**config.mk**
```make
export PLATFORM = sky130hd
export DESIGN_NAME = lsu_ram_port
export DESIGN_NICKNAME = d
export VERILOG_FILES = /design/src/rtl/lsu_ram_port.sv
export SDC_FILE = /design/constraint.sdc
export NUM_CORES = 1
export LEC_CHECK = 0
export BUFFER_PORTS_ARGS = -buffer_cell sky130_fd_sc_hd__buf_2
export CORE_MARGIN = 2
export CORE_UTILIZATION = 49
export DETAILED_ROUTE_END_ITERATION = 16
export PLACE_DENSITY = 0.8
export REMOVE_ABC_BUFFERS = 1
export SYNTH_ARGS = -nofsm -noshare
export SYNTH_HDL_FRONTEND = slang
export SYNTH_SLANG_ARGS = --single-unit
```
**constraint.sdc**
```tcl
create_clock -name clk -period 2.7 [get_ports clk]
set_input_delay 0.54 -clock clk [delete_from_list [all_inputs] [get_ports clk]]
set_output_delay 0.54 -clock clk [all_outputs]
set_load 0.1 [all_outputs]
```
**src/rtl/lsu_ram_port.sv**
```systemverilog
// Load/store front end for a byte-enabled word RAM with one-cycle read latency.
// Optional build macro LSU_MISALIGNED_SPLIT_EN: misaligned half/word accesses span two words instead of faulting.
module lsu_ram_port #(
  parameter int ADDR_WIDTH = 31,
  parameter int DATA_WIDTH = 31
) (
  input  logic                  clk,
  input  logic                  rst,
  input  logic                  clk_en,
  input  logic                  i_req_valid,
  output logic                  o_req_ready,
  input  logic                  i_req_write,
  input  logic [2:0]            i_req_funct3,
  input  logic [ADDR_WIDTH:0]   i_req_addr,
  input  logic [DATA_WIDTH:0]   i_req_wdata,
  output logic                  o_resp_valid,
  output logic [DATA_WIDTH:0]   o_resp_rdata,
  output logic                  o_resp_fault,
  output logic                  o_ram_read_enable,
  output logic [ADDR_WIDTH:0]   o_ram_read_addr,
  input  logic [DATA_WIDTH:0]   i_ram_read_data,
  output logic                  o_ram_write_enable,
  output logic [3:0]            o_ram_byte_enable,
  output logic [ADDR_WIDTH:0]   o_ram_write_addr,
  output logic [DATA_WIDTH:0]   o_ram_write_data
);

  localparam logic [2:0] S_IDLE   = 3'd0;
  localparam logic [2:0] S_WRITE  = 3'd1;
  localparam logic [2:0] S_READ   = 3'd2;
  localparam logic [2:0] S_WAIT   = 3'd3;
  localparam logic [2:0] S_RESP   = 3'd4;
`ifdef LSU_MISALIGNED_SPLIT_EN
  localparam logic [2:0] S_WRITE2 = 3'd5;
  localparam logic [2:0] S_READ2  = 3'd6;
`endif

  // Sign/zero extension of the already right-aligned load word.
  function automatic logic [DATA_WIDTH:0] load_extend(input logic [2:0]          f3,
                                                      input logic [DATA_WIDTH:0] w);
    logic [DATA_WIDTH:0] r;
    case (f3)
      3'b000:  r = {{24{w[7]}}, w[7:0]};
      3'b001:  r = {{16{w[15]}}, w[15:0]};
      3'b100:  r = {24'h000000, w[7:0]};
      3'b101:  r = {16'h0000, w[15:0]};
      default: r = w;
    endcase
    return r;
  endfunction

  // Next word address; the word index wraps inside its ADDR_WIDTH-1 significant bits.
  function automatic logic [ADDR_WIDTH:0] next_word(input logic [ADDR_WIDTH:0] wa);
    logic [ADDR_WIDTH-2:0] lo;
    lo = wa[ADDR_WIDTH-2:0] + {{(ADDR_WIDTH-2){1'b0}}, 1'b1};
    return {2'b00, lo};
  endfunction

  logic [2:0]          state_q, state_d;
  logic [2:0]          f3_q, f3_d;
  logic [1:0]          off_q, off_d;
  logic                rd_en_q, rd_en_d;
  logic [ADDR_WIDTH:0] rd_addr_q, rd_addr_d;
  logic                wr_en_q, wr_en_d;
  logic [ADDR_WIDTH:0] wr_addr_q, wr_addr_d;
  logic [3:0]          be_q, be_d;
  logic [DATA_WIDTH:0] wr_data_q, wr_data_d;
  logic                resp_valid_q, resp_valid_d;
  logic [DATA_WIDTH:0] resp_rdata_q, resp_rdata_d;
  logic                resp_fault_q, resp_fault_d;
`ifdef LSU_MISALIGNED_SPLIT_EN
  logic                split_q, split_d;
  logic [3:0]          hi_be_q, hi_be_d;
  logic [DATA_WIDTH:0] hi_data_q, hi_data_d;
  logic [DATA_WIDTH:0] lo_word_q, lo_word_d;
  logic                req_split;
  logic [7:0]          win_be;
  logic [2*DATA_WIDTH+1:0] win_data;
  logic [3:0]          sz_mask;
  logic [DATA_WIDTH:0] sz_data;
  logic [2*DATA_WIDTH+1:0] ld_pair;
`endif

  logic [1:0]          req_off;
  logic [ADDR_WIDTH:0] req_waddr;
  logic                req_legal;
  logic                req_misal;
  logic                req_fault;
  logic [3:0]          st_be;
  logic [DATA_WIDTH:0] st_data;
  logic [DATA_WIDTH:0] ld_word;

  assign req_off   = i_req_addr[1:0];
  assign req_waddr = {2'b00, i_req_addr[ADDR_WIDTH:2]};

  always_comb begin
    if (i_req_write) begin
      req_legal = (i_req_funct3 == 3'b000) || (i_req_funct3 == 3'b001) ||
                  (i_req_funct3 == 3'b010);
    end else begin
      req_legal = (i_req_funct3 == 3'b000) || (i_req_funct3 == 3'b001) ||
                  (i_req_funct3 == 3'b010) || (i_req_funct3 == 3'b100) ||
                  (i_req_funct3 == 3'b101);
    end
    case (i_req_funct3[1:0])
      2'b01:   req_misal = req_off[0];
      2'b10:   req_misal = |req_off;
      default: req_misal = 1'b0;
    endcase
  end

`ifdef LSU_MISALIGNED_SPLIT_EN
  assign req_split = req_legal & req_misal;
  assign req_fault = ~req_legal;
`else
  assign req_fault = ~req_legal | req_misal;
`endif

  // Aligned stores replicate the datum across every lane it could occupy.
  always_comb begin
    case (i_req_funct3[1:0])
      2'b00: begin
        st_be   = 4'b0001 << req_off;
        st_data = {4{i_req_wdata[7:0]}};
      end
      2'b01: begin
        st_be   = 4'b0011 << req_off;
        st_data = {2{i_req_wdata[15:0]}};
      end
      default: begin
        st_be   = 4'b1111;
        st_data = i_req_wdata;
      end
    endcase
  end

`ifdef LSU_MISALIGNED_SPLIT_EN
  // Split stores place the datum in a two-word window; low half goes to W, high half to W+1.
  always_comb begin
    case (i_req_funct3[1:0])
      2'b00: begin
        sz_mask = 4'b0001;
        sz_data = {24'h000000, i_req_wdata[7:0]};
      end
      2'b01: begin
        sz_mask = 4'b0011;
        sz_data = {16'h0000, i_req_wdata[15:0]};
      end
      default: begin
        sz_mask = 4'b1111;
        sz_data = i_req_wdata;
      end
    endcase
    win_be   = {4'b0000, sz_mask} << req_off;
    win_data = {{(DATA_WIDTH+1){1'b0}}, sz_data} << {req_off, 3'b000};
  end

  assign ld_pair = {i_ram_read_data, lo_word_q};
  assign ld_word = split_q ? ld_pair[{off_q, 3'b000} +: (DATA_WIDTH+1)]
                           : (i_ram_read_data >> {off_q, 3'b000});
`else
  assign ld_word = i_ram_read_data >> {off_q, 3'b000};
`endif

  always_comb begin
    state_d      = state_q;
    f3_d         = f3_q;
    off_d        = off_q;
    rd_en_d      = 1'b0;
    rd_addr_d    = rd_addr_q;
    wr_en_d      = 1'b0;
    wr_addr_d    = wr_addr_q;
    be_d         = be_q;
    wr_data_d    = wr_data_q;
    resp_valid_d = 1'b0;
    resp_rdata_d = resp_rdata_q;
    resp_fault_d = resp_fault_q;
`ifdef LSU_MISALIGNED_SPLIT_EN
    split_d      = split_q;
    hi_be_d      = hi_be_q;
    hi_data_d    = hi_data_q;
    lo_word_d    = lo_word_q;
`endif
    case (state_q)
      S_IDLE: begin
        if (i_req_valid) begin
          f3_d  = i_req_funct3;
          off_d = req_off;
`ifdef LSU_MISALIGNED_SPLIT_EN
          split_d   = req_split;
          hi_be_d   = win_be[7:4];
          hi_data_d = win_data[2*DATA_WIDTH+1:DATA_WIDTH+1];
`endif
          if (req_fault) begin
            state_d      = S_RESP;
            resp_valid_d = 1'b1;
            resp_fault_d = 1'b1;
            resp_rdata_d = '0;
          end else if (i_req_write) begin
            state_d   = S_WRITE;
            wr_en_d   = 1'b1;
            wr_addr_d = req_waddr;
`ifdef LSU_MISALIGNED_SPLIT_EN
            be_d      = req_split ? win_be[3:0] : st_be;
            wr_data_d = req_split ? win_data[DATA_WIDTH:0] : st_data;
`else
            be_d      = st_be;
            wr_data_d = st_data;
`endif
          end else begin
            state_d   = S_READ;
            rd_en_d   = 1'b1;
            rd_addr_d = req_waddr;
          end
        end
      end
      S_WRITE: begin
`ifdef LSU_MISALIGNED_SPLIT_EN
        if (split_q) begin
          state_d   = S_WRITE2;
          wr_en_d   = 1'b1;
          wr_addr_d = next_word(wr_addr_q);
          be_d      = hi_be_q;
          wr_data_d = hi_data_q;
        end else begin
          state_d      = S_RESP;
          resp_valid_d = 1'b1;
          resp_fault_d = 1'b0;
          resp_rdata_d = '0;
        end
`else
        state_d      = S_RESP;
        resp_valid_d = 1'b1;
        resp_fault_d = 1'b0;
        resp_rdata_d = '0;
`endif
      end
`ifdef LSU_MISALIGNED_SPLIT_EN
      S_WRITE2: begin
        state_d      = S_RESP;
        resp_valid_d = 1'b1;
        resp_fault_d = 1'b0;
        resp_rdata_d = '0;
      end
`endif
      S_READ: begin
`ifdef LSU_MISALIGNED_SPLIT_EN
        if (split_q) begin
          state_d   = S_READ2;
          rd_en_d   = 1'b1;
          rd_addr_d = next_word(rd_addr_q);
        end else begin
          state_d = S_WAIT;
        end
`else
        state_d = S_WAIT;
`endif
      end
`ifdef LSU_MISALIGNED_SPLIT_EN
      // Word W is on the read bus now while W+1 is being fetched.
      S_READ2: begin
        lo_word_d = i_ram_read_data;
        state_d   = S_WAIT;
      end
`endif
      S_WAIT: begin
        state_d      = S_RESP;
        resp_valid_d = 1'b1;
        resp_fault_d = 1'b0;
        resp_rdata_d = load_extend(f3_q, ld_word);
      end
      S_RESP:  state_d = S_IDLE;
      default: state_d = S_IDLE;
    endcase
  end

  // Reset wins over clk_en and abandons any access in flight.
  always_ff @(posedge clk) begin
    if (rst) begin
      state_q      <= S_IDLE;
      f3_q         <= '0;
      off_q        <= '0;
      rd_en_q      <= 1'b0;
      rd_addr_q    <= '0;
      wr_en_q      <= 1'b0;
      wr_addr_q    <= '0;
      be_q         <= '0;
      wr_data_q    <= '0;
      resp_valid_q <= 1'b0;
      resp_rdata_q <= '0;
      resp_fault_q <= 1'b0;
`ifdef LSU_MISALIGNED_SPLIT_EN
      split_q      <= 1'b0;
      hi_be_q      <= '0;
      hi_data_q    <= '0;
      lo_word_q    <= '0;
`endif
    end else if (clk_en) begin
      state_q      <= state_d;
      f3_q         <= f3_d;
      off_q        <= off_d;
      rd_en_q      <= rd_en_d;
      rd_addr_q    <= rd_addr_d;
      wr_en_q      <= wr_en_d;
      wr_addr_q    <= wr_addr_d;
      be_q         <= be_d;
      wr_data_q    <= wr_data_d;
      resp_valid_q <= resp_valid_d;
      resp_rdata_q <= resp_rdata_d;
      resp_fault_q <= resp_fault_d;
`ifdef LSU_MISALIGNED_SPLIT_EN
      split_q      <= split_d;
      hi_be_q      <= hi_be_d;
      hi_data_q    <= hi_data_d;
      lo_word_q    <= lo_word_d;
`endif
    end
  end

  assign o_req_ready        = (state_q == S_IDLE) & ~rst;
  assign o_resp_valid       = resp_valid_q;
  assign o_resp_rdata       = resp_rdata_q;
  assign o_resp_fault       = resp_fault_q;
  assign o_ram_read_enable  = rd_en_q;
  assign o_ram_read_addr    = rd_addr_q;
  assign o_ram_write_enable = wr_en_q;
  assign o_ram_byte_enable  = be_q;
  assign o_ram_write_addr   = wr_addr_q;
  assign o_ram_write_data   = wr_data_q;

endmodule

```
Word-level counts from Yosys, hierarchy flattened:

Cells that the tools add are included.

* flip-flop bits (word level): 140
* bits of input ports: 104

* muxes and demuxes: 26
* equal/unequal tests: 14
* bitwise gates (word level): 6
* shift operators: 3
* reductions and logical operators: 18

Operators by type and width (count)
* one-hot mux 32 bit (4 select lines): 1
* one-hot mux 32 bit (3 select lines): 1
* 2-to-1 mux 32 bit: 2
* one-hot mux 32 bit (2 select lines): 1
* >> shifter 32 x 5 -> 32 bit: 1
* 2-to-1 mux 1 bit: 13
* == test 3 bit, second input constant: 4
* AND reduction 5 bit: 2
* == test 3 x 1 -> 1 bit, second input constant: 3
* == test 3 x 2 -> 1 bit, second input constant: 3
* logical NOT 3 bit: 3
* one-hot mux 3 bit (3 select lines): 1
* one-hot mux 4 bit (2 select lines): 1
* AND reduction 4 bit: 2
* 2-to-1 mux 3 bit: 2
* one-hot mux 1 bit (2 select lines): 3
* logical OR 1 bit: 4
* inequality test 2 bit, second input constant: 2
* NOT 1 bit: 4
* OR reduction 2 bit: 2
* left shift 1 x 2 -> 4 bit, first input constant: 1
* left shift 2 x 2 -> 4 bit, first input constant: 1
* AND reduction 3 bit: 1
* nonzero test 3 bit: 1
* 8 further kinds: 8

Longest topological paths before layout:

Gate-level depths: netlist of run 1.

* depth after elaboration: 11
* mapped depth: 9

Worst setup path after synthesis of run 1:

Ideal clock, no wire load.

* path type: input to output
* from: input port rst
* to: output port o_req_ready
* stages on the path: 3
* data arrival time: 3729 ps
* required time: 2160 ps
* setup slack: -1569 ps
* buffers on the path: 2
* path through: clkbuf_1 > clkbuf_1 > nor4_1

* cells in the longest elaborated chain, start to end: 2

RTL lines
* from (decl): RTL line 8 `input logic rst,`
* NOT 1 bit: RTL line 320 `assign o_req_ready = (state_q == S_IDLE) & ~rst;`
* AND 1 bit: RTL line 320
* to (decl): RTL line 11 `output logic o_req_ready,`

Every way passes these cells.

Worst setup path after layout of run 1:

* from: register state_q[0]
* to: output port o_req_ready

* cells in the longest elaborated chain, start to end: 2

RTL lines
* from (decl): RTL line 59 `logic [2:0] state_q, state_d;`
* from (signal assigned): RTL line 299 `state_q <= state_d;`
* logical NOT 3 bit: RTL line 320
* AND 1 bit: RTL line 320

Every way passes these cells.

==> results of run 1 <==
## worst reg2reg max path: cells and delay by family (launching register included)
family / cells / cell delay [ns]
flip-flops: 1 / 0.38
buffers and inverters: 2 / 0.46
AND/OR/NAND/NOR: 1 / 0.60
AO/OA/AOI/OAI: 3 / 0.48
## power breakdown
group | internal (mW) | total (mW) | switching [mW]
clock | 1.36 | 2.27 | 0.912
sequential | 2.10 | 2.13 | 0.0261
combinational | 0.226 | 0.819 | 0.594
total | 3.69 | 5.22 | 1.53
## layer usage
layer,global-route usage,part of all wire,routed length (um),vias to the layer above
met5,0,0,0,-
met4,0.107,0.028,512,0
met3,0.0790,0.066,1220,45
met2,0.435,0.47,8690,243
met1,0.338,0.43,7960,2838
li1,-,-,-,2917
## logic make-up after synthesis
logic type | after synthesis | share of synthesized area
adder cells (fa/ha/maj) | 3 | 0.00610
AO/OA/AOI/OAI | 230 | 0.240
other | 1 | 0.000609
multiplexers | 63 | 0.106
buffers and inverters | 76 | 0.0567
AND/OR/NAND/NOR | 174 | 0.135
flip-flops | 140 | 0.455
## layout make-up
type | instances | area (um2)
clock buffers | 19 | 433
inverters | 11 | 41.3
flip-flops and latches | 140 | 2800
repair buffers | 258 | 1380
well taps | 168 | 210
diodes | 1 | 2.50
multi-input cells | 474 | 3020
fillers | 1023 | 4080
clock inverters | 13 | 140
## worst max path at each step
stage / startpoint / endpoint / slack (ns) / cells after the start
2_1_floorplan: i_req_funct3[1] / o_ram_read_addr[0] / -1.99 / 6
3_3_place_gp: i_req_funct3[1] / o_ram_read_addr[12] / 0.20 / 10
3_5_place_dp: i_req_funct3[1] / o_ram_read_addr[13] / 0.16 / 10
4_1_cts: state_q[0] / o_req_ready / 0.44 / 2
5_1_grt: state_q[0] / o_req_ready / 0.39 / 2
6_report: state_q[0] / o_req_ready / 0.50 / 2
## state kept, by name, summed over array words and instances, names as in the netlist
register,flops
o_ram_write_data,32
o_resp_rdata,32
o_ram_read_addr,30
o_ram_write_addr,30
o_ram_byte_enable,4
f3_q,3
state_q,3
off_q,2
o_ram_read_enable,1
o_ram_write_enable,1
o_resp_fault,1
o_resp_valid,1
## cell usage in the layout (no fill, tap or decap), types with 17 or more instances in the layout
master / synthesis / layout
buf_2: 18 / 236
dfxtp_1: 140 / 140
a21oi_1: 89 / 89
nand2_1: 75 / 75
mux2i_1: 54 / 54
o21ai_0: 47 / 47
nand3_1: 42 / 42
o2bb2ai_1: 23 / 23
a211oi_1: 21 / 21
buf_4: 5 / 19
nor2_1: 18 / 17
a211o_1: 17 / 17
clkbuf_16: 0 / 17
## through the flow
stage,setup slack [ns],util,cells,setup TNS (ns),hold slack [ns]
6_report,0.500,0.663,1084,0,0.366
5_1_grt,0.394,0.663,1084,0,0.361
4_1_cts,0.444,0.663,1083,0,0.349
3_5_place_dp,0.160,0.616,1051,0,0.441
3_3_place_gp,0.199,0.616,1051,0,0.440
2_1_floorplan,-1.99,-,625,-91.42,0.490
==> results.yml, run 1 <==
global_routing:
  grt_pass1_wl_um: 28000
  grt_antenna_before_repair: 1
  grt_usage: 0.269
  grt.overflow.total: 0
  grt_pass1_vias: 5645
  grt_max_degree: 63
setup_path:
  r2r_end: "o_resp_rdata[30]"
  cp-end-kind: "output pin"
  max_stage_delay_ns: 0.49
  rrSetupSlack_ns: 0.74
  start_kind: "flop"
  crit_fanout: 8
  crit_chain: "nor4_1, buf_2"
  r2r_start: "off_q[0]"
  cp.arrival_ns: 1.66
  rr_worst_depth: 6
  cp_top_family: "buffers and inverters"
  critPathSlowestCell: "buf_2"
  cp.required_ns: 2.16
  crit_buf_inv: 1
  criticalPathCategory: "reg -> out"
final_layout:
  syn2layout_area_growth_pct: 30.5
  drive_gt1_frac: 0.339
  stdcell_area_um2: 8030
  final_nets: 1009
sta:
  tightest_slew_ns: 0.841
  relSlewSlack: 0.439
  maxSlewViolCount: 0
  rsz0062_at_grt: "no"
  worst_clock_skew_ns: 0.00669
  setup_violations: 0
  finalCritPeriodShare: 0.815
  max_freq_mhz: 455
  period_minus_slack_ns: 2.20
  hold_viol: 0
drt:
  wl_per_cell_um: 17.0
  wl_um: 18400
  drtIter0Drc: 586
  dr.pass1.iters: 5
  ant_nets: 0
  drc: 0
  vias_per_cell: 5.57
  vias: 6043
logic_synthesis:
  synth_cell_types: 54
  async_reset_ff_frac: 0
  yosysTopAreaCell: "dfxtp_1"
  synth_area_um2: 6150
  synth_edf_count: 0
  synth_flop_cell: "dfxtp_1"
  syn_inst: 687
  yosys_warnings: 0
  synth_area_per_cell_um2: 8.96
  ys_seq_area_frac: 0.455
  ys_ff_latch: 140
  synth.top_cell.area_share: 0.455
  post-synth-top-count-cell: "dfxtp_1"
  ys_top_cells_by_area: "dfxtp_1 46%, mux2i_1 8.8%, a21oi_1 7.2%"
  synth_top_cells_by_count: "140 x dfxtp_1, 89 x a21oi_1, 75 x nand2_1"
placed_design:
  post_dp_cell_area_um2: 7460
  io_buffers: 236
  hpwl_um: 12900
  finalWeightedCongestion: 0.860
cts:
  postCtsHoldBufs: 0
  numClockSinks: 140
  root_buffer: "clkbuf_16"
  cts_tree: "yes"
  cts_max_path_buffers: 2
  numCtsBuffers: 17
  clk_latency_ns: 0.43
  htreeDepth: 4
  cts_setup_buffers: 0
  cts_resized: 0
  cts.clk_slew.worst_paths_ns: 0.06
min_path:
  min_path_type: "in -> reg"
  holdPathStages: 3
  hold_start: "i_req_addr[24]"
  hold_path_end: "o_ram_read_addr[22]"
status:
  status: "completed"
power_and_ir_drop:
  power_leakage_nw: 3.81
  p_total_mw: 5.22
  p_per_area_nw_per_um2: 650
  ir_drop_v: 0.000396
floorplan:
  chipWidth_um: 116
  die_h_um: 116
  initial_core_util: 0.508
  die_area_um2: 13500
  fp-row-count: 40
  core_um2: 12100
  io_pins: 241
run:
  cap_violations: 0
No activity file was read; power rests on OpenSTA's default activity.
==> run 2, diff against run 1 <==
--- a/config.mk
+++ b/config.mk
@@ -7,9 +7,9 @@
 export LEC_CHECK = 0
 export BUFFER_PORTS_ARGS = -buffer_cell sky130_fd_sc_hd__buf_2
 export CORE_MARGIN = 2
-export CORE_UTILIZATION = 49
+export CORE_UTILIZATION = 44
 export DETAILED_ROUTE_END_ITERATION = 16
-export PLACE_DENSITY = 0.8
+export PLACE_DENSITY = 0.76
 export REMOVE_ABC_BUFFERS = 1
 export SYNTH_ARGS = -nofsm -noshare
 export SYNTH_HDL_FRONTEND = slang
==> constraint.sdc (replaced) <==
create_clock -name clk -period 1.9 [get_ports clk]
set_input_delay 0.38 -clock clk [delete_from_list [all_inputs] [get_ports clk]]
set_output_delay 0.38 -clock clk [all_outputs]
set_load 0.1 [all_outputs]
==> run 2 against run 1 <==
First-iteration DRC count decreased by 4.6%; critical path depth increased by 2; register-to-register slack got worse by 0.64 ns; power increased by 49%; wire length increased by 3.7%; die area increased by 11%; setup slack got worse by 0.44 ns; sequential share of layout area decreased by 1.5 points; combinational power increased by 56%; via count increased by 2.3%; non-clock buffer count increased by 27; sequential power increased by 42%; critical path type unchanged; largest cell class unchanged.
==> results.yml, run 2 (synthesis gave the netlist of run 1 again) <==
placed_design:
  finalWeightedCongestion: 0.803
  post-place-ws_ns: -0.359
  hpwl_um: 13100
  io_buffers: 236
setup_path:
  crit_fanout: 4
  cp-end-kind: "output pin"
  criticalPathCategory: "reg -> out"
  critPathSlowestCell: "dfxtp_2"
  r2r_end: "o_ram_byte_enable[2]"
  crit_chain: "buf_6, nor4_4, buf_4, buf_12"
  max_stage_delay_ns: 0.34
  crit_buf_inv: 3
  r2r_start: "state_q[2]"
  start_kind: "flop"
  cp.arrival_ns: 1.46
  rr_worst_depth: 5
  rrSetupSlack_ns: 0.10
  cp.required_ns: 1.52
  cp_top_family: "buffers and inverters"
sta:
  period_minus_slack_ns: 1.84
  rsz0062_at_grt: "no"
  finalCritPeriodShare: 0.968
  tightest_slew_ns: 0.635
  fin_ws_ns: 0.0605
  hold_viol: 0
  maxSlewViolCount: 0
  setup_violations: 0
  max_freq_mhz: 544
  worst_clock_skew_ns: 0.0117
  whs_ns: 0.199
  relSlewSlack: 0.576
cts:
  clk_latency_ns: 0.43
  htreeDepth: 4
  cts_max_path_buffers: 2
  cts.clk_slew.worst_paths_ns: 0.07
  root_buffer: "clkbuf_16"
  numClockSinks: 140
  cts_tree: "yes"
  numCtsBuffers: 17
floorplan:
  core_um2: 13800
  die_area_um2: 14900
  io_pins: 241
  die_h_um: 122
  chipWidth_um: 122
  fp-row-count: 43
  initial_core_util: 0.447
power_and_ir_drop:
  ir_drop_v: 0.000618
  p_total_mw: 7.76
  p_per_area_nw_per_um2: 923
  power_leakage_nw: 3.99
final_layout:
  fin_util: 0.610
  syn2layout_area_growth_pct: 36.6
  seq_area_um2: 2810
  drive_gt1_frac: 0.366
  nFillCells: 1225
  mostFrequentLayoutCells: "235 x buf_2, 137 x dfxtp_1, 89 x a21oi_1"
  multi_input_area_um2: 3060
  mostFrequentLayoutCell: "buf_2"
  final_nets: 1036
global_routing:
  grt_antenna_before_repair: 2
  grt_max_degree: 63
  grt.overflow.total: 0
  grt_usage: 0.245
  grt_pass1_wl_um: 28600
  grt_pass1_vias: 5536
drt:
  vias_per_cell: 5.50
  drtIter0Drc: 559
  wl_um: 19100
  dr.pass1.iters: 5
  vias: 6182
  wl_per_cell_um: 17.0
  ant_nets: 0
  drc: 0
min_path:
  hold_start: "i_req_addr[10]"
  min_path_type: "in -> reg"
  holdPathStages: 3
  hold_path_end: "o_ram_read_addr[8]"
run:
  cap_violations: 0
status:
  status: "completed"
-- run 2: changes by cell type in the layout (fill, tap and decap cells not counted), sizes merged --
cell      before  now
clkinvlp       4    2
diode          1    2
buf          258  284
clkinv         4    0
inv           14   21
-- run 2: through the flow --
stage / TNS [ns] / cell area [um2] / std cells
2_1_floorplan: -178.40 / 5860 / 625
3_3_place_gp: -26.00 / 7700 / 1087
3_5_place_dp: -30.65 / 7700 / 1087
4_1_cts: 0 / 8340 / 1120
5_1_grt: 0 / 8410 / 1124
6_report: 0 / 8410 / 1124
-- run 2: what timing repair did --
action | in CTS | in global routing
resized for setup | 4 | 8
endpoints found under the setup margin | 1 | 32
setup buffers | 1 | 2
hold buffers | 0 | 0
gates cloned | 0 | 1
hold endpoints to repair | 0 | 0
pin swaps | 1 | 3
-- run 2: per-layer routing --
metal	GRT usage	part of all wire	routed length, um	vias to the layer above
met5	0	0	0	-
met4	0.103	0.022	427	0
met3	0.0558	0.062	1170	27
met2	0.391	0.48	9060	225
met1	0.319	0.44	8400	2961
li1	-	-	-	2969
-- run 2: power by group --
| part | internal, mW | leakage, nW | switching [mW] | total [mW] |
|---|---|---|---|---|
| Sequential | 2.99 | 1.13 | 0.0364 | 3.02 |
| Clock | 2.03 | 0.297 | 1.43 | 3.46 |
| Combinational | 0.407 | 2.57 | 0.874 | 1.28 |
-- run 2: layout make-up --
class | count | share of cell area
Inverter | 11 | 0.00491
Antenna cell | 2 | 0.000595
Clock inverter | 14 | 0.0205
Clock buffer | 18 | 0.0522
Multi-Input combinational cell | 474 | 0.364
Sequential cell | 140 | 0.334
Tap cell | 180 | 0.0268
Timing Repair Buffer | 285 | 0.197
-- run 2: worst max-delay path by stage --
stage / start / end / cells past startpoint
2_1_floorplan: i_req_funct3[1] / o_ram_read_addr[0] / 6
3_5_place_dp: i_req_funct3[1] / o_resp_rdata[14] / 8
3_3_place_gp: i_req_funct3[0] / o_resp_rdata[3] / 8
5_1_grt: i_req_funct3[0] / o_ram_byte_enable[3] / 9
6_report: state_q[2] / o_req_ready / 4
4_1_cts: state_q[0] / o_req_ready / 4
-- run 2: tightest hold or removal path: stages --
cell	delay (ns)
buf_2	0.10
nand2_1	0.05
mux2i_1	0.05
